--- config.mk ---
export PLATFORM = sky130hd
export DESIGN_NAME = seven_seg_scanner
export DESIGN_NICKNAME = d
export VERILOG_FILES = /design/src/rtl/seven_seg_pkg.sv /design/src/rtl/hex_to_seven_seg.sv /design/src/rtl/seven_seg_scanner.sv
export SDC_FILE = /design/constraint.sdc
export NUM_CORES = 1
export LEC_CHECK = 0
export CAP_MARGIN = 20
export CORE_AREA = 5 5 68 86
export DETAILED_ROUTE_END_ITERATION = 12
export DIE_AREA = 0 0 73 91
export PLACE_DENSITY_LB_ADDON = 0.2
export SYNTH_ARGS = -nofsm -noshare
export SYNTH_HDL_FRONTEND = slang
export SYNTH_SLANG_ARGS = --single-unit
--- constraint.sdc ---
create_clock -name clock -period 2.28 [get_ports clock]
set_input_delay 0.342 -clock clock [delete_from_list [all_inputs] [get_ports clock]]
set_output_delay 0.342 -clock clock [all_outputs]
set_load 0.02 [all_outputs]
--- src/rtl/seven_seg_pkg.sv ---
`default_nettype none
// ============================================================================
// Module  : seven_seg_pkg
// Purpose : Shared constants for 7-segment display blocks: digit count,
//           digit index width, segment bit positions and the hex-to-segment
//           lookup table (active-high, bit order {g,f,e,d,c,b,a}).
// Ports   : none (package)
// Rev     : 1.0  initial release
// ============================================================================
package seven_seg_pkg;

  localparam int NUM_DIGITS  = 4;
  localparam int DIGIT_IDX_W = 2;
  localparam int NIBBLE_W    = 4;
  localparam int SEG_W       = 7;
  localparam int VALUE_W     = NUM_DIGITS * NIBBLE_W;

  typedef logic [DIGIT_IDX_W-1:0] digit_idx_t;
  typedef logic [SEG_W-1:0]       seg_t;

  // Segment bit positions inside a seg_t word.
  localparam int SEG_A = 0;
  localparam int SEG_B = 1;
  localparam int SEG_C = 2;
  localparam int SEG_D = 3;
  localparam int SEG_E = 4;
  localparam int SEG_F = 5;
  localparam int SEG_G = 6;

  // Entry i is the active-high pattern for hex digit i. The concatenation
  // lists entry 15 first so that HEX_SEG_TABLE[i] indexes naturally.
  localparam logic [15:0][SEG_W-1:0] HEX_SEG_TABLE = {
    7'b1110001,  // F
    7'b1111001,  // E
    7'b1011110,  // d
    7'b0111001,  // C
    7'b1111100,  // b
    7'b1110111,  // A
    7'b1101111,  // 9
    7'b1111111,  // 8
    7'b0000111,  // 7
    7'b1111101,  // 6
    7'b1101101,  // 5
    7'b1100110,  // 4
    7'b1001111,  // 3
    7'b1011011,  // 2
    7'b0000110,  // 1
    7'b0111111   // 0
  };

  function automatic seg_t hex_seg_lookup(input logic [NIBBLE_W-1:0] hex);
    return HEX_SEG_TABLE[hex];
  endfunction

endpackage
`default_nettype wire

--- src/rtl/hex_to_seven_seg.sv ---
`default_nettype none
// ============================================================================
// Module  : hex_to_seven_seg
// Purpose : Combinational hex digit to 7-segment decoder, active-high output.
//           Reusable by any display block that needs hex glyphs.
// Ports   : hex  in  4  hex digit to decode
//           seg  out 7  active-high segment pattern {g,f,e,d,c,b,a}
// Rev     : 1.0  initial release
// ============================================================================
module hex_to_seven_seg
  import seven_seg_pkg::*;
(
  input  logic [3:0] hex,
  output logic [6:0] seg
);

  assign seg = hex_seg_lookup(hex);

endmodule
`default_nettype wire

--- src/rtl/seven_seg_scanner.sv ---
`default_nettype none
// ============================================================================
// Module  : seven_seg_scanner
// Purpose : Drives a 4-digit multiplexed common-anode 7-segment display with
//           the hex value of a 16-bit word. Each digit slot lasts
//           DIGIT_CYCLES clocks; the first BLANK_CYCLES of every slot keep
//           all anodes off to suppress ghosting. The word is snapshotted once
//           per frame so a mid-scan update never shows a torn value.
//
// Build option:
//   SEVEN_SEG_LEADING_ZERO_BLANK_EN - when defined, digits 3..1 stay dark
//   while that nibble and every higher nibble of the snapshot are zero.
//   Digit 0 is always lit. Timing is unaffected.
//
// Ports   : clock        in   1  system clock, rising edge
//           reset_n      in   1  asynchronous active-low reset
//           value        in  16  word to display
//           enable       in   1  1 = scanning, 0 = display dark
//           segments     out  7  {g,f,e,d,c,b,a}, polarity per SEG_ACTIVE_LOW
//           anodes       out  4  digit select, bit 0 rightmost, polarity per
//                                AN_ACTIVE_LOW
//           frame_start  out  1  pulse in the cycle the snapshot loads
// Rev     : 1.0  initial release
// ============================================================================
module seven_seg_scanner
  import seven_seg_pkg::*;
#(
  parameter int DIGIT_CYCLES   = 50000,
  parameter int BLANK_CYCLES   = 500,
  parameter int SEG_ACTIVE_LOW = 1,
  parameter int AN_ACTIVE_LOW  = 1
) (
  input  logic        clock,
  input  logic        reset_n,
  input  logic [15:0] value,
  input  logic        enable,
  output logic [6:0]  segments,
  output logic [3:0]  anodes,
  output logic        frame_start
);

  localparam int PRESC_W = (DIGIT_CYCLES > 1) ? $clog2(DIGIT_CYCLES) : 1;

  localparam logic [PRESC_W-1:0] PRESC_LAST  = PRESC_W'(DIGIT_CYCLES - 1);
  localparam logic [PRESC_W-1:0] BLANK_LIMIT = PRESC_W'(BLANK_CYCLES);
  localparam digit_idx_t         LAST_DIGIT  = DIGIT_IDX_W'(NUM_DIGITS - 1);

  // XOR masks that turn active-high internal values into pin levels; they are
  // also the "everything off" pin levels used in reset and when disabled.
  localparam logic [SEG_W-1:0]      SEG_POL = (SEG_ACTIVE_LOW != 0) ? '1 : '0;
  localparam logic [NUM_DIGITS-1:0] AN_POL  = (AN_ACTIVE_LOW  != 0) ? '1 : '0;

  // --------------------------------------------------------------------------
  // Scan state
  // --------------------------------------------------------------------------
  logic [PRESC_W-1:0]    prescaler;
  digit_idx_t            digit_idx;
  logic [VALUE_W-1:0]    snapshot;
  // Distinguishes "idle at digit 0" (after reset or while disabled) from
  // "scanning digit 0". The first enabled cycle out of idle starts a frame.
  logic                  running;

  logic                  presc_last;
  logic                  frame_wrap;
  logic                  load_snapshot;

  assign presc_last    = (prescaler == PRESC_LAST);
  assign frame_wrap    = running && presc_last && (digit_idx == LAST_DIGIT);
  // A new frame begins either on the 3 -> 0 wrap or when leaving idle.
  assign load_snapshot = enable && (!running || frame_wrap);

  always_ff @(posedge clock or negedge reset_n) begin
    if (!reset_n) begin
      prescaler <= '0;
      digit_idx <= '0;
      running   <= 1'b0;
    end else if (!enable) begin
      prescaler <= '0;
      digit_idx <= '0;
      running   <= 1'b0;
    end else if (!running) begin
      prescaler <= '0;
      digit_idx <= '0;
      running   <= 1'b1;
    end else if (presc_last) begin
      prescaler <= '0;
      digit_idx <= digit_idx + 1'b1;
    end else begin
      prescaler <= prescaler + 1'b1;
    end
  end

  // The snapshot deliberately survives enable=0; it is only replaced at the
  // start of a frame.
  always_ff @(posedge clock or negedge reset_n) begin
    if (!reset_n) begin
      snapshot    <= '0;
      frame_start <= 1'b0;
    end else begin
      frame_start <= load_snapshot;
      if (load_snapshot) begin
        snapshot <= value;
      end
    end
  end

  // --------------------------------------------------------------------------
  // Digit decode
  // --------------------------------------------------------------------------
  logic [NIBBLE_W-1:0] cur_nibble;
  logic [SEG_W-1:0]    cur_seg;

  assign cur_nibble = snapshot[{digit_idx, 2'b00} +: NIBBLE_W];

  hex_to_seven_seg u_hex_dec (
    .hex (cur_nibble),
    .seg (cur_seg)
  );

  // Which digits may light at all within a frame.
  logic [NUM_DIGITS-1:0] digit_shown;

`ifdef SEVEN_SEG_LEADING_ZERO_BLANK_EN
  assign digit_shown[0] = 1'b1;
  for (genvar k = 1; k < NUM_DIGITS; k++) begin : g_lead_zero
    // Lit if any nibble from this one upward is non-zero.
    assign digit_shown[k] = |snapshot[VALUE_W-1 : NIBBLE_W*k];
  end
`else
  assign digit_shown = '1;
`endif

  // --------------------------------------------------------------------------
  // Registered outputs (one cycle behind the scan state)
  // --------------------------------------------------------------------------
  logic                  scanning;
  logic                  in_blank;
  logic [NUM_DIGITS-1:0] anode_next;
  logic [SEG_W-1:0]      seg_next;

  // Gating on enable as well as running makes the display go dark on the
  // very edge that samples enable=0.
  assign scanning = enable && running;
  assign in_blank = (prescaler < BLANK_LIMIT);

  always_comb begin
    anode_next = '0;
    seg_next   = '0;
    if (scanning) begin
      seg_next = cur_seg;
      if (!in_blank && digit_shown[digit_idx]) begin
        anode_next = NUM_DIGITS'(1) << digit_idx;
      end
    end
  end

  always_ff @(posedge clock or negedge reset_n) begin
    if (!reset_n) begin
      anodes   <= AN_POL;
      segments <= SEG_POL;
    end else begin
      anodes   <= anode_next ^ AN_POL;
      segments <= seg_next ^ SEG_POL;
    end
  end

endmodule
`default_nettype wire

After elaboration in Yosys (flattened, before gate mapping):

Memories as Yosys holds them, arrays and structs flattened.
Cells that the tools add are included.

* equal/unequal tests: 3
* order comparisons: 3
* reduce and logical (&&, ||, !) cells: 8
* muxes and demuxes: 13
* bitwise gates (word level): 2
* shift operators: 2
* $add $sub $neg: 2

Operator list (count)
* 16-bit two-way mux: 3
* 16-bit by 1-bit adder with 16-bit output, second input constant: 1
* 16-bit == test, second input constant: 1
* 16-bit by 9-bit < comparator with 1-bit output, second input constant: 1
* 16-bit by 5-bit indexed part select with 4-bit output: 1
* 7-bit two-way mux: 2
* 4-bit two-way mux: 2
* 7-bit inverter: 1
* 2-bit two-way mux: 3
* 1-bit logical AND: 5
* 4-bit by 5-bit < comparator with 1-bit output, second input constant: 1
* 4-bit inverter: 1
* 1-bit by 2-bit left shift with 4-bit output, first input constant: 1
* 2-bit by 3-bit < comparator with 1-bit output, second input constant: 1
* 3-bit by 2-bit != test with 1-bit output, second input constant: 1
* 2-bit by 1-bit adder with 2-bit output, second input constant: 1
* 1-bit binary-select mux with 2-bit select: 1
* 2-bit == test, second input constant: 1
* 1-bit logical NOT: 2
* 1-bit two-way mux: 2
* 1-bit logical OR: 1

* bits in read-only memories: 112
* memories: 1
* input bits: 19
* output and inout port bits: 12
* register bits after elaboration: 47

Memories
* (no name shown): depth 16, bits a word 7, read ports 1, clocked after Yosys merged registers in 0, wr ports 0, RTL line seven_seg_pkg.sv:52 `return HEX_SEG_TABLE[hex];`

Longest topological paths before layout:

* depth in word-level cells: 6
* depth in mapped cells: 7
* mapped depth without buffers: 6

Modules after synthesis:

Synthesis repeated with hierarchy kept, for this count alone.

* cells, all modules: 199
* area total of the unflattened synthesis: 2373.5 µm²

By module, submodules not included
* seven_seg_scanner: cells an instance 166, area an instance 2090.8 µm², instances 1
* hex_to_seven_seg: cells an instance 33, area an instance 282.8 µm², instances 1

Worst setup path after synthesis:

OpenSTA, ideal clock, no wires.

* path kind: register to register
* start point: register digit_idx[0]
* end point: register segments[1]
* slack: 358 ps
* clock period less this slack: 1922 ps
* data arrival time: 1824 ps
* buffers on the path: 1
* cell stages (with the launch flop): 8
* library setup time: 97 ps
* cells stage by stage: dfrtp_1 buf_6 mux4_1 inv_1 ha_1 nor2_1 nand3b_1 o211ai_1

* cells in the longest elaborated chain, start to end: 5

Ends and longest elaborated chain
* start, declared: RTL line seven_seg_scanner.sv:57 `digit_idx_t digit_idx;`
* start signal, assigned: RTL line seven_seg_scanner.sv:87 `digit_idx <= digit_idx + 1'b1;`
* 16-bit by 5-bit indexed part select with 4-bit output: RTL line seven_seg_scanner.sv:113 `assign cur_nibble = snapshot[{digit_idx, 2'b00} +: NIBBLE_W];`
* memory read 16 x 7 bit
* 7-bit two-way mux (implied by the code): RTL line seven_seg_pkg.sv:52
* 7-bit two-way mux: RTL line seven_seg_scanner.sv:149 `if (scanning) begin`
* 7-bit inverter (no line)
* end signal, assigned: RTL line seven_seg_scanner.sv:163 `segments <= seg_next ^ SEG_POL;`
* end, declared: RTL line seven_seg_scanner.sv:37 `output logic [6:0] segments,`

Every way passes these cells. The select of a mux whose other input is x is not followed.
A chain may end at the register's enable or synchronous reset.

Worst setup path after layout:

Same ends and word-level chain as after synthesis.

==> impl_metrics.tcl <==
set metrics [dict create \
    status "finished, violations left" \
    violations "hold timing" \
    via_per_inst 5.44 \
    dp_hpwl_um 3230 \
    cts-resized-gates 0 \
    worst_pin_slew_ns 0.605 \
    ios 31 \
    antenna_found_initial 0 \
    n_antenna_cell 0 \
    critPathRequiredTime_ns 2.50 \
    setup_tns_ns 0 \
    layout.nets 290 \
    skew_ns 0.0112 \
    synth_simple_gate_area_share_pct 20.2 \
    core_area_mm2 0.00493 \
    cts_max_level 2 \
    grt_max_degree 48 \
    ys_seq_area_share_pct 49.9 \
    ir_drop_uv 416 \
    die_x_um 73 \
    cp_slowest_cell "mux4_1" \
    syn2layout_area_growth_pct 20.6 \
    cts_max_path_buffers 2 \
    max_stage_delay_ns 0.68 \
    whs_ns -0.00488 \
    max_slew_margin_pct 59.6 \
    ys_ff_latch 47 \
    layout-drive-gt1-share_pct 12.6 \
    drt-pass1-iter-count 4 \
    synth_xor_area_share_pct 5.51 \
    synth_compound_area_share_pct 9.02 \
    grt_first_pass_wirelength_um 7880 \
    critical_path.reg2reg.startpoint "digit_idx[0]" \
    io_buffers 30 \
    grt_overflow 0 \
    post_cts_buffers 0 \
    synthAdderAreaFrac_pct 5.77 \
    r2r_end "segments[1]" \
    grt_util_all_layers_pct 14.9 \
    power_leakage_nw 1.17 \
    cts.sinks 47 \
    syn_inst 229 \
    placed_area_mm2 0.00274 \
    num_vias 1758 \
    cts_tree "yes" \
    crit_chain "mux4_1 > inv_1 > ha_1 > nor2_1 > nand3b_1 > o211ai_1" \
    synth_cell_types 40 \
    synth-edff-count 0 \
    hold_path.class "in2async" \
    synth_top_family_by_area "simple AND/OR/NAND/NOR gates" \
    crit_fanout 5 \
    max_clock_freq_ghz 0.494 \
    synth_mux_area_share_pct 5.35 \
    reg2reg_depth 6 \
    grt_pass1_vias 1675 \
    finalSetupViolCount 0 \
    cts_buffers 5 \
    final_area_mm2 0.00288 \
    finalWeightedCongestion 0.806 \
    clkLatencyLatePin_ns 0.30 \
    critPathLaunchType "flop" \
    syn_nets 259 \
    min_period_over_period_pct 88.7 \
    post_drt_wl_per_cell_um 14.5 \
    cp-end-kind "flop" \
    hold_viol_final 5 \
    hold_buffers 0 \
    die_h_um 91 \
    finalMaxSlewViolations 0 \
    fin_util_pct 58.3 \
    syn-cell-area_mm2 0.00239 \
    syn_area_per_cell_um2 10.4 \
    rsz0062_at_grt "no" \
    rows 29 \
    root_buffer "clkbuf_8" \
    ys.flop_type "dfrtp_1" \
    antenna_left 0 \
    route.detailed.drc 0 \
    clk_pin_slew_worst_paths_ns 0.09 \
    die_area_mm2 0.00664 \
    synthArstFlopShare_pct 100 \
    reg2reg_setup_slack_ns 0.26 \
    critical_path_class "reg2reg" \
    finalCriticalPeriod_ns 2.02 \
    cp.arrival_ns 2.24 \
    initial_core_util_pct 48.4 \
    routed_wl_um 4680 \
    cap_violations 0 \
    p_per_area_mw_per_mm2 661 \
    synth-warning-count 0 \
    drt_iter0_drc 69 \
]
## power breakdown
part	internal [W]	leakage, nW	switching, W	total, W
logic	0.000120	0.521	0.000140	0.000260
clock network	0.000437	0.0644	0.000288	0.000725
registers	0.000892	0.589	0.0000265	0.000918
## routing by layer
layer / global-route usage, % / wire, um / up-vias
met4: 6.00 / 89 / 0
met1: 19.2 / 2040 / 856
met2: 24.3 / 2360 / 41
met3: 2.65 / 189 / 5
met5: 0 / 0 / -
li1: - / - / 856
## cell usage in the layout (no fill, tap or decap), types with 2 or more instances in the layout
master,n
o221ai_1,4
nor3_1,4
buf_4,4
xor2_1,2
xnor2_1,13
dfrtp_1,36
nor2_1,23
ha_1,11
inv_1,9
nand2b_1,2
a21oi_1,3
nor2b_1,2
and3_1,2
mux4_2,2
nand2_1,44
mux4_1,2
nand3_1,5
bufinv_16,2
clkbuf_8,5
o22ai_1,17
dfstp_2,11
nor4_1,4
mux2i_1,3
nand4_1,4
clkdlybuf4s50_1,29
## through the flow
step / hold slack (ns) / std cells / total power [W] / setup slack, ns
final: -0.00488 / 323 / 0.00190 / 0.257
after global routing: 0.0285 / 323 / 0.00198 / 0.151
after CTS: 0.0117 / 323 / 0.00192 / 0.249
after detailed placement: 0.344 / 315 / 0.00119 / 0.268
after global placement: 0.344 / 315 / 0.00119 / 0.344
after floorplan: 0.0464 / 229 / 0.00109 / 0.358
## how the worst max path moves through the flow
stage	from	endpoint	slack [ns]	cells after the start
after global routing	digit_idx[0]	segments[3]	0.15	6
after global placement	digit_idx[0]	segments[1]	0.34	6
after detailed placement	digit_idx[0]	segments[1]	0.27	6
after CTS	digit_idx[0]	segments[1]	0.25	6
after floorplan	digit_idx[0]	segments[1]	0.36	7
final	digit_idx[0]	segments[1]	0.26	6
## cell usage after synthesis (2+ instances only)
cell	instances	area (um^2)
nand3_1	5	25.0
nor4_1	4	25.0
nand2b_1	2	12.5
buf_6	3	33.8
buf_2	2	10.0
nor2_1	23	86.3
xor2_1	2	17.5
o22ai_1	17	106
a21oi_1	3	15.0
nand2_1	44	165
dfstp_2	11	289
nand4_1	4	25.0
inv_1	9	33.8
dfrtp_1	36	901
mux4_1	2	52.6
clkbuf_1	5	18.8
and3_1	2	12.5
xnor2_1	13	114
nor2b_1	2	12.5
nor3_1	4	20.0
ha_1	11	138
o221ai_1	4	35.0
mux4_2	2	45.0
mux2i_1	3	30.0
## logic make-up after synthesis
group,after synthesis
DFF,47
adders and majority gates,11
xor gates and xnor gates,15
and+or+nand+nor,99
AOI/OAI and AO/OA,30
buffers and inverters,20
muxes,7
## registers in the layout, indices dropped and copies added, names as in the netlist
register and flops:
running 1, frame_start 1, digit_idx 2, segments 7
prescaler 16, anodes 4, snapshot 16
## area by class of cell
cell class                 count  area, um^2
fill                         433        2060
sequential                    47        1190
multi-input combinational    162        1090
timing repair buffer          35         345
tap                           62        77.6
clock buffer                   5        68.8
clock inverter                 3        67.6
inverter                       9        33.8
## worst max-delay path: cells and delay by family, from the launching register on
kind / cells / cell delay [ns]
mux: 1 / 0.68
flops: 1 / 0.43
simple gates: 2 / 0.32
fa+ha+maj: 1 / 0.24
buf+inv: 1 / 0.17
compound gates: 1 / 0.10
Power figures use the tool's default switching activity.
